`config.mk`:
```
export PLATFORM = sky130hd
export DESIGN_NAME = apb4_completer_flat
export DESIGN_NICKNAME = d
export VERILOG_FILES = /design/src/rtl/apb_pkg.sv /design/src/rtl/apb4_completer_if.sv /design/src/rtl/apb_addr_decode.sv /design/src/rtl/apb4_completer.sv /design/src/flat_wrapper.sv
export SDC_FILE = /design/constraint.sdc
export NUM_CORES = 1
export LEC_CHECK = 0
export ABC_AREA = 1
export ABC_CLOCK_PERIOD_IN_PS = 2300
export CAP_MARGIN = 20
export CORE_MARGIN = 2
export CORE_UTILIZATION = 35
export DETAILED_ROUTE_END_ITERATION = 7
export GPL_TIMING_DRIVEN = 0
export PLACE_DENSITY = 0.82
export SYNTH_ARGS = -nofsm -noshare
export SYNTH_HDL_FRONTEND = slang
export SYNTH_HIERARCHICAL = 1
export SYNTH_SLANG_ARGS = --single-unit
```
`constraint.sdc`:
```
create_clock -name PCLK -period 2.3 [get_ports PCLK]
set_input_delay 0.69 -clock PCLK [delete_from_list [all_inputs] [get_ports PCLK]]
set_output_delay 0.69 -clock PCLK [all_outputs]
set_load 0.005 [all_outputs]
```
`src/rtl/apb_pkg.sv`:
```
// Shared definitions for the APB4 completer: one-hot FSM encoding and
// width helpers derived from the data width and the ack timeout.
package apb_pkg;

  typedef enum logic [2:0] {
    ST_IDLE = 3'b001,
    ST_WAIT = 3'b010,
    ST_RESP = 3'b100
  } state_t;

  // Number of byte lanes on a DATA_WIDTH-wide bus.
  function automatic int STRB_W(input int data_width);
    return data_width / 8;
  endfunction

  // Counter wide enough to hold TIMEOUT; never narrower than one bit.
  function automatic int CNT_W(input int timeout);
    return (timeout < 1) ? 1 : $clog2(timeout + 1);
  endfunction

endpackage : apb_pkg

```
`src/rtl/apb4_completer_if.sv`:
```
// APB4 bus bundle between a requester (master) and this completer (slave).
interface apb4_completer_if
  import apb_pkg::*;
#(
  parameter int ADDR_WIDTH = 16,
  parameter int DATA_WIDTH = 16
);

  logic                          PSEL;
  logic                          PENABLE;
  logic                          PWRITE;
  logic [ADDR_WIDTH-1:0]         PADDR;
  logic [DATA_WIDTH-1:0]         PWDATA;
  logic [STRB_W(DATA_WIDTH)-1:0] PSTRB;
  logic                          PREADY;
  logic [DATA_WIDTH-1:0]         PRDATA;
  logic                          PSLVERR;

  modport master (
    output PSEL, PENABLE, PWRITE, PADDR, PWDATA, PSTRB,
    input  PREADY, PRDATA, PSLVERR
  );

  modport slave (
    input  PSEL, PENABLE, PWRITE, PADDR, PWDATA, PSTRB,
    output PREADY, PRDATA, PSLVERR
  );

endinterface : apb4_completer_if

```
`src/rtl/apb_addr_decode.sv`:
```
// Maps an APB byte address onto a register word index and flags addresses
// that fall below the base, beyond the register bank, or off word alignment.
module apb_addr_decode
  import apb_pkg::*;
#(
  parameter int ADDR_WIDTH = 16,
  parameter int DATA_WIDTH = 16,
  parameter int BASE_ADDR  = 0,
  parameter int NUM_REGS   = 16
) (
  input  logic [ADDR_WIDTH-1:0] paddr,
  output logic [ADDR_WIDTH-1:0] word_idx,
  output logic                  decode_err
);

  localparam int                    LSB        = $clog2(STRB_W(DATA_WIDTH));
  localparam logic [ADDR_WIDTH-1:0] BASE       = ADDR_WIDTH'(BASE_ADDR);
  localparam logic [ADDR_WIDTH-1:0] ALIGN_MASK = ADDR_WIDTH'(STRB_W(DATA_WIDTH) - 1);
  localparam logic [ADDR_WIDTH-1:0] IDX_LIMIT  = ADDR_WIDTH'(NUM_REGS);

  logic [ADDR_WIDTH-1:0] offset;
  logic                  below_base;
  logic                  misaligned;
  logic                  out_of_range;

  // The mask form stays legal for 8-bit data, where there are no low bits to slice.
  always_comb begin
    offset       = paddr - BASE;
    word_idx     = offset >> LSB;
    below_base   = paddr < BASE;
    misaligned   = (offset & ALIGN_MASK) != '0;
    out_of_range = word_idx >= IDX_LIMIT;
    decode_err   = below_base | misaligned | out_of_range;
  end

endmodule : apb_addr_decode

```
`src/rtl/apb4_completer.sv`:
```
// APB4 completer bridging an APB requester to a req/ack register back end,
// with back-end wait states, byte strobes, decode errors and an ack timeout.
module apb4_completer
  import apb_pkg::*;
#(
  parameter int ADDR_WIDTH = 16,
  parameter int DATA_WIDTH = 16,
  parameter int BASE_ADDR  = 0,
  parameter int NUM_REGS   = 16,
  parameter int TIMEOUT    = 15
) (
  input  logic                          PCLK,
  input  logic                          PRESET,
  apb4_completer_if.slave               apb,
  output logic                          o_req,
  output logic                          o_wr,
  output logic [ADDR_WIDTH-1:0]         o_addr,
  output logic [DATA_WIDTH-1:0]         o_wdata,
  output logic [STRB_W(DATA_WIDTH)-1:0] o_wstrb,
  input  logic                          i_ack,
  input  logic [DATA_WIDTH-1:0]         i_rdata,
  input  logic                          i_err
);

  localparam int SW = STRB_W(DATA_WIDTH);
  localparam int CW = CNT_W(TIMEOUT);
  localparam logic [CW-1:0] TIMEOUT_CNT = CW'(TIMEOUT);

  state_t                  state_q, state_d;
  logic [CW-1:0]           cnt_q, cnt_d, cnt_inc;
  logic                    req_q, req_d;
  logic                    wr_q, wr_d;
  logic [ADDR_WIDTH-1:0]   addr_q, addr_d;
  logic [DATA_WIDTH-1:0]   wdata_q, wdata_d;
  logic [SW-1:0]           wstrb_q, wstrb_d;
  logic                    pready_q, pready_d;
  logic [DATA_WIDTH-1:0]   prdata_q, prdata_d;
  logic                    pslverr_q, pslverr_d;

  logic [ADDR_WIDTH-1:0]   word_idx;
  logic                    decode_err;
  logic                    setup;
  logic                    timed_out;

  apb_addr_decode #(
    .ADDR_WIDTH (ADDR_WIDTH),
    .DATA_WIDTH (DATA_WIDTH),
    .BASE_ADDR  (BASE_ADDR),
    .NUM_REGS   (NUM_REGS)
  ) u_decode (
    .paddr      (apb.PADDR),
    .word_idx   (word_idx),
    .decode_err (decode_err)
  );

  assign setup     = apb.PSEL && !apb.PENABLE;
  assign cnt_inc   = cnt_q + CW'(1);
  assign timed_out = (TIMEOUT != 0) && (cnt_inc == TIMEOUT_CNT);

  always_comb begin
    // NOTE: every signal written here gets a default first, so no path can infer a latch.
    state_d   = state_q;
    cnt_d     = cnt_q;
    req_d     = req_q;
    wr_d      = wr_q;
    addr_d    = addr_q;
    wdata_d   = wdata_q;
    wstrb_d   = wstrb_q;
    pready_d  = 1'b0;
    prdata_d  = '0;
    pslverr_d = 1'b0;

    unique case (state_q)
      ST_IDLE: begin
        cnt_d = '0;
        if (setup) begin
          if (decode_err) begin
            pready_d  = 1'b1;
            pslverr_d = 1'b1;
            state_d   = ST_RESP;
          end else begin
            req_d   = 1'b1;
            wr_d    = apb.PWRITE;
            addr_d  = word_idx;
            wdata_d = apb.PWDATA;
            wstrb_d = apb.PWRITE ? apb.PSTRB : '0;
            state_d = ST_WAIT;
          end
        end
      end

      ST_WAIT: begin
        // A dropped PSEL abandons the transfer before any ack or timeout is honoured.
        if (!apb.PSEL) begin
          req_d   = 1'b0;
          state_d = ST_IDLE;
        end else if (i_ack) begin
          req_d     = 1'b0;
          pready_d  = 1'b1;
          pslverr_d = i_err;
          prdata_d  = (wr_q || i_err) ? '0 : i_rdata;
          state_d   = ST_RESP;
        end else if (timed_out) begin
          req_d     = 1'b0;
          pready_d  = 1'b1;
          pslverr_d = 1'b1;
          state_d   = ST_RESP;
        end else begin
          cnt_d = cnt_inc;
        end
      end

      ST_RESP: begin
        state_d = ST_IDLE;
      end

      default: begin
        req_d   = 1'b0;
        state_d = ST_IDLE;
      end
    endcase
  end

  // NOTE: the reset is asynchronous, so PRESET clears o_req mid-transfer without waiting for PCLK.
  always_ff @(posedge PCLK or posedge PRESET) begin
    if (PRESET) begin
      state_q   <= ST_IDLE;
      cnt_q     <= '0;
      req_q     <= 1'b0;
      wr_q      <= 1'b0;
      addr_q    <= '0;
      wdata_q   <= '0;
      wstrb_q   <= '0;
      pready_q  <= 1'b0;
      prdata_q  <= '0;
      pslverr_q <= 1'b0;
    end else begin
      // NOTE: non-blocking updates keep every register sampling the pre-edge values.
      state_q   <= state_d;
      cnt_q     <= cnt_d;
      req_q     <= req_d;
      wr_q      <= wr_d;
      addr_q    <= addr_d;
      wdata_q   <= wdata_d;
      wstrb_q   <= wstrb_d;
      pready_q  <= pready_d;
      prdata_q  <= prdata_d;
      pslverr_q <= pslverr_d;
    end
  end

  assign apb.PREADY  = pready_q;
  assign apb.PRDATA  = prdata_q;
  assign apb.PSLVERR = pslverr_q;
  assign o_req       = req_q;
  assign o_wr        = wr_q;
  assign o_addr      = addr_q;
  assign o_wdata     = wdata_q;
  assign o_wstrb     = wstrb_q;

endmodule : apb4_completer

```
`src/flat_wrapper.sv`:
```
// flat-port wrapper written by rule: the top's interface ports become plain ports
module apb4_completer_flat import apb_pkg::*;
#(
  parameter int ADDR_WIDTH = 16,
  parameter int DATA_WIDTH = 16,
  parameter int BASE_ADDR  = 0,
  parameter int NUM_REGS   = 16,
  parameter int TIMEOUT    = 15
)
  (PCLK, PRESET, o_req, o_wr, o_addr, o_wdata, o_wstrb, i_ack, i_rdata, i_err, apb_PSEL, apb_PENABLE, apb_PWRITE, apb_PADDR, apb_PWDATA, apb_PSTRB, apb_PREADY, apb_PRDATA, apb_PSLVERR);
  apb4_completer_if #(.ADDR_WIDTH(ADDR_WIDTH), .DATA_WIDTH(DATA_WIDTH)) apb_i ();
  input  logic PCLK;
  input  logic PRESET;
  output logic o_req;
  output logic o_wr;
  output logic [ADDR_WIDTH-1:0] o_addr;
  output logic [DATA_WIDTH-1:0] o_wdata;
  output logic [STRB_W(DATA_WIDTH)-1:0] o_wstrb;
  input  logic i_ack;
  input  logic [DATA_WIDTH-1:0] i_rdata;
  input  logic i_err;
  input wire logic [$bits(apb_i.PSEL)-1:0] apb_PSEL;
  input wire logic [$bits(apb_i.PENABLE)-1:0] apb_PENABLE;
  input wire logic [$bits(apb_i.PWRITE)-1:0] apb_PWRITE;
  input wire logic [$bits(apb_i.PADDR)-1:0] apb_PADDR;
  input wire logic [$bits(apb_i.PWDATA)-1:0] apb_PWDATA;
  input wire logic [$bits(apb_i.PSTRB)-1:0] apb_PSTRB;
  output wire logic [$bits(apb_i.PREADY)-1:0] apb_PREADY;
  output wire logic [$bits(apb_i.PRDATA)-1:0] apb_PRDATA;
  output wire logic [$bits(apb_i.PSLVERR)-1:0] apb_PSLVERR;
  assign apb_i.PSEL = apb_PSEL;
  assign apb_i.PENABLE = apb_PENABLE;
  assign apb_i.PWRITE = apb_PWRITE;
  assign apb_i.PADDR = apb_PADDR;
  assign apb_i.PWDATA = apb_PWDATA;
  assign apb_i.PSTRB = apb_PSTRB;
  assign apb_PREADY = apb_i.PREADY;
  assign apb_PRDATA = apb_i.PRDATA;
  assign apb_PSLVERR = apb_i.PSLVERR;
  apb4_completer #(.ADDR_WIDTH(ADDR_WIDTH), .DATA_WIDTH(DATA_WIDTH), .BASE_ADDR(BASE_ADDR), .NUM_REGS(NUM_REGS), .TIMEOUT(TIMEOUT)) u_core (.PCLK(PCLK), .PRESET(PRESET), .apb(apb_i), .o_req(o_req), .o_wr(o_wr), .o_addr(o_addr), .o_wdata(o_wdata), .o_wstrb(o_wstrb), .i_ack(i_ack), .i_rdata(i_rdata), .i_err(i_err));
endmodule
```
After elaboration in Yosys (flattened, before gate mapping)
Cells that the tools add are included.
Word-level totals
  register bits after elaboration: 60
  bits of input ports: 57
  output and inout bits: 54
Operators by class
  $add $sub $neg: 1
  $lt $le $gt $ge: 2
  equality and inequality tests: 10
  multiplexer cells: 30
  bitwise operators: 4
  reduce and logical (&&, ||, !) cells: 8
Operator list (count)
  16-bit 2-to-1 mux: 4
  16-bit by 1-bit < comparator with 1-bit output (second input constant): 1
  15-bit by 5-bit greater-or-equal comparator with 1-bit output (second input constant): 1
  3-bit 2-to-1 mux: 5
  1-bit 2-to-1 mux: 12
  4-bit 2-to-1 mux: 3
  2-bit inequality test (second input constant): 4
  4-bit one-hot mux with 2 select lines: 1
  4-bit AND reduction: 2
  3-bit one-hot mux with 2 select lines: 1
  4-bit by 1-bit adder with 4-bit output (second input constant): 1
  4-bit equality test (second input constant): 1
  4-bit by 3-bit inequality test with 1-bit output (second input constant): 1
  1-bit one-hot mux with 2 select lines: 2
  3-bit by 1-bit equality test with 1-bit output (second input constant): 1
  3-bit by 2-bit equality test with 1-bit output (second input constant): 1
  3-bit equality test (second input constant): 1
  1-bit one-hot mux with 3 select lines: 1
  3-bit AND reduction: 1
  2-bit 2-to-1 mux: 1
  2-bit by 1-bit inequality test with 1-bit output (second input constant): 1
  1-bit inverter: 2
  1-bit OR: 2
  2-bit AND reduction: 1
  other kinds (4): 4

Depth between registers and ports, before layout
  word-level depth: 6
  gate-level depth with buffers: 10

Hierarchy
Netlist, hierarchy kept.
By module, submodules not included
  apb4_completer: instances 1, cells an instance 263, area each 2367.3 µm², seq. area each 1527.7 µm²
  apb_addr_decode: instances 1, cells an instance 28, area each 167.7 µm², seq. area each 0.0 µm²

Least setup slack after synthesis
Ideal clock, no wire load.
  path kind: input to register
  start: input port apb_PADDR[10]
  end: register u_core.addr_q[0], in the netlist u_core/o_addr[0]
  library setup time: 0.116 ns
  arrival time: 1.719 ns
  path slack: 0.464 ns
  stages on the path: 9
  path buffers: 1
  path through: nor2_1 -> nand2_1 -> nor2_1 -> nand2_1 -> nor3_4 -> inv_2 -> buf_2 -> nand2_1 -> nand2_1
Between the ends
  word-level cells in the longest chain between the ends: 5
  elaborated cells between the ends (all ways): 6
Ends and longest elaborated chain
  start: declaration: RTL line flat_wrapper.sv:25  | input wire logic [$bits(apb_i.PADDR)-1:0] apb_PADDR;
  16-bit by 1-bit < comparator with 1-bit output: RTL line apb_addr_decode.sv:30  | below_base = paddr < BASE;
  1-bit OR: RTL line apb_addr_decode.sv:33  | decode_err = below_base | misaligned | out_of_range;
  1-bit OR (*): RTL line apb_addr_decode.sv:33
  named net u_core.decode_err: RTL line apb4_completer.sv:41  | logic decode_err;
  1-bit inverter (no line) (*)
  3-bit AND reduction (no line) (*)
  end signal: assignment: RTL line apb4_completer.sv:143  | addr_q <= addr_d;
  end: declaration: RTL line apb4_completer.sv:33  | logic [ADDR_WIDTH-1:0] addr_q, addr_d;
Mark *: on every way through the listed nets, which the timed path passes. The rest lies on a longest branch.
A chain may end at the register's enable or synchronous reset.

Final worst setup path
  start: input port apb_PADDR[7]
  end: register u_core.wdata_q[10], in the netlist u_core/o_wdata[10]
Between the ends
  word-level cells in the longest chain between the ends: 5
  elaborated cells between the ends (all ways): 6
Ends and longest elaborated chain
  16-bit by 1-bit < comparator with 1-bit output: RTL line apb_addr_decode.sv:30
  1-bit OR: RTL line apb_addr_decode.sv:33
  1-bit OR (*): RTL line apb_addr_decode.sv:33
  named net u_core.decode_err: RTL line apb4_completer.sv:41
  1-bit inverter (no line) (*)
  3-bit AND reduction (no line) (*)
  end signal: assignment: RTL line apb4_completer.sv:144  | wdata_q <= wdata_d;
  end: declaration: RTL line apb4_completer.sv:34  | logic [DATA_WIDTH-1:0] wdata_q, wdata_d;
Marked as above.

==> flow_summary.yaml <==
clock_network:
  htreeDepth: 3
  cts_buffers: 9
  cts_max_path_buffers: 2
  clockRootBuffer: "clkbuf_8"
  post_cts_resized: 0
  path_clk_slew_ns: 0.07
  numClockSinks: 61
  cts_tree: "done"
  clock_latency_ns: 0.34
timing:
  setup_viol: 0
  whs_ns: 0.4748
  relSlewSlack_pct: 64.78
  worstMarginPinSlew_ns: 0.5263
  fin_crit_sh_pct: 90.30
  finalMaxSlewViolations: 0
  period_needed_ns: 2.077
  hold_viol: 0
  fin_skew_ns: 0.007389
  setup_ws_ns: 0.2231
  max_freq_mhz: 481.5
  grt_setup_unrepaired: "false"
global_routing:
  grt_pass1_wl_mm: 9.936
  grt_util_all_layers_pct: 16.72
  grt_start_max_net_pins: 44
  antenna_found_initial: 0
  grt-ovfl-total: 0
  grt_pass1_vias: 2176
floorplan:
  die_w_um: 89.11
  dieHeight_um: 89.11
  start_util_pct: 35.52
  rows: 31
  core_area_um2: 7137
  io_pins: 111
  dieArea_um2: 7940
finish:
  num_antenna_cells: 0
  fillers: 690
  area_delta_synth_final_pct: 58.44
  drive_gt1_share_pct: 11.69
  finish.utilization_pct: 56.28
  design_area_um2: 4016
  fin_nets: 473
hold_path:
  holdCritPathClass: "reg -> reg"
  worstHoldPathCells: 2
  hp-start: "u_core/o_addr[4]"
  holdPathEnd: "u_core/o_addr[4]"
synth:
  avgSynthCellArea_um2: 8.711
  syn-cell-area_um2: 2535
  synth-seq-cells: 61
  ys.flop_type: "dfrtp_1"
  ys_types: 20
  yosys.area.top_type: "dfrtp_1"
  synth.area.top_cells: "dfrtp_1 59%, nand2_1 21%, buf_4 4.7%, nor2_1 4.0%, nand3_1 1.8%"
  synth-edff-count: 0
  ys.warnings.count: 6
  seq_area_frac_synth_pct: 60.27
  synth_nets: 350
  synthArstFlopShare_pct: 100.0
  syn-instance-count: 291
  synth_top_area_share_pct: 59.23
critical_path:
  reg2reg_depth: 8
  critPathCaptureType: "flip-flop"
  cp.arrival_ns: 2.36
  rrSetupSlack_ns: 0.52
  r2r_start: "u_core/state_q[0]"
  start_kind: "input port"
  required_ns: 2.58
  setup.worst_path.class: "in -> reg"
  critPathMaxFanout: 10
  timing.rr.end: "u_core/o_wdata[10]"
routing:
  routed.top_layer: "met4"
  ant_nets: 0
  firstDrtPassIters: 4
  num_vias: 2256
  drtIter0Drc: 116
  wl_per_cell_um: 12.52
  met1_length_mm: 2.568
  wl_met2_mm: 3.273
  drc_errors: 0
  wl_met3_um: 555
  drt_wl_total_mm: 6.483
  viasPerCell: 4.355
placed_design:
  placed_cell_area_um2: 3740
  gp_congestion: 0.8061
  dp_hpwl_mm: 4.827
  io_buffers: 106
  place_ws_ns: -0.4038
pwr:
  cellLeakagePower_nw: 1.978
  power_density_nw_per_um2: 624.2
  ir_drop_mv: 0.3047
status:
  status: "finished, final reports clean"
flow_run:
  maxCapViolCount: 0
==> metrics by stage <==
stage	instances	TNS, ns	power (W)
final	518	0	0.002507
after global routing	518	0	0.002614
after CTS	518	0	0.002531
after detailed placement	497	-12.81	0.001381
after global placement	496	-67.04	0.001367
after floorplan	291	0	0.001245
==> metal layers <==
layer  GRT usage (%)  vias up
li1                -     1118
met1           18.98     1025
met2           28.69      102
met3           5.817       11
met4           6.920        0
met5               0        -
==> registers in the layout, summed over array words and instances, names as in the netlist <==
signal              count
u_core/apb.PSLVERR      1
u_core/o_wdata         16
u_core/apb.PRDATA      16
u_core/o_req            1
u_core/o_wstrb          2
u_core/o_wr             1
u_core/o_addr          16
u_core/cnt_q            4
u_core/apb.PREADY       1
u_core/state_q          3
==> Yosys cell counts, types with 2 or more instances <==
library cell,number
nand2_1,139
inv_2,2
buf_2,6
buf_4,16
clkbuf_1,2
a21oi_1,2
inv_1,11
dfrtp_1,60
nand3_1,9
nor3_4,2
o21ai_0,6
ha_1,2
nor2_1,27
==> cell usage in the layout, fill, tap and decap left out <==
cell	Yosys	layout
a21oi_1	2	2
and2_0	1	1
buf_12	0	1
buf_2	6	6
buf_4	16	21
bufinv_16	0	3
clkbuf_1	2	3
clkbuf_8	0	9
clkdlybuf4s50_1	0	106
clkinv_2	0	1
clkinv_4	0	1
clkinvlp_4	0	1
conb_1	1	1
dfrtp_1	60	60
dfstp_2	1	1
ha_1	2	2
inv_1	11	10
inv_2	2	3
nand2_1	139	139
nand3_1	9	9
nand3b_1	1	1
nand4_1	1	1
nor2_1	27	27
nor3_1	1	1
nor3_4	2	2
o21ai_0	6	6
or2_1	1	1
==> where the power goes <==
part	switching [W]	internal, W	leakage, nW
sequential	0.0000103	0.00110	0.842
clock	0.000426	0.000720	0.116
combinational	0.000116	0.000139	1.02
total	0.000552	0.00195	1.98
==> how the worst max path moves through the flow <==
stage	start	endpoint	depth (start not counted)
CTS	apb_PADDR[7]	u_core/o_wdata[11]	10
floorplan	PRESET	u_core/apb.PRDATA[0]	1
finish	apb_PADDR[7]	u_core/o_wdata[10]	10
global route	apb_PADDR[7]	u_core/o_addr[1]	10
global placement	PRESET	u_core/o_wdata[2]	2
detailed placement	apb_PADDR[7]	u_core/o_addr[14]	10
==> what timing repair did <==
item,CTS,global route
hold buffers,0,0
setup buffers,5,0
setup endpoints to repair,28,0
==> critical path: stages <==
cell	delay [ns]
clkdlybuf4s50_1	0.43
nor2_1	0.12
nand2_1	0.08
nor2_1	0.12
nand2_1	0.16
nor3_4	0.22
buf_4	0.16
buf_2	0.22
nand2_1	0.08
nand2_1	0.07
==> area by class of cell <==
cell class	count	area, um^2	share of cell area, %
clock buffer	10	127.6	3.178
sequential	61	1528	38.04
inverter	13	48.80	1.215
buffer	24	157.7	3.925
multi-input combinational	193	800.8	19.94
tap	99	123.9	3.084
timing repair buffer	112	1119	27.85
clock inverter	6	111.4	2.773
==> cells by family after synthesis <==
| family | count (synthesis) | share of synthesized area (%) |
|---|---|---|
| compound gates | 8 | 1.580 |
| fa+ha+maj | 2 | 0.9870 |
| flops | 61 | 60.27 |
| simple gates | 182 | 28.87 |
| buf+inv | 37 | 8.145 |
| other cells | 1 | 0.1479 |
No activity file was read; power rests on OpenSTA's default activity.
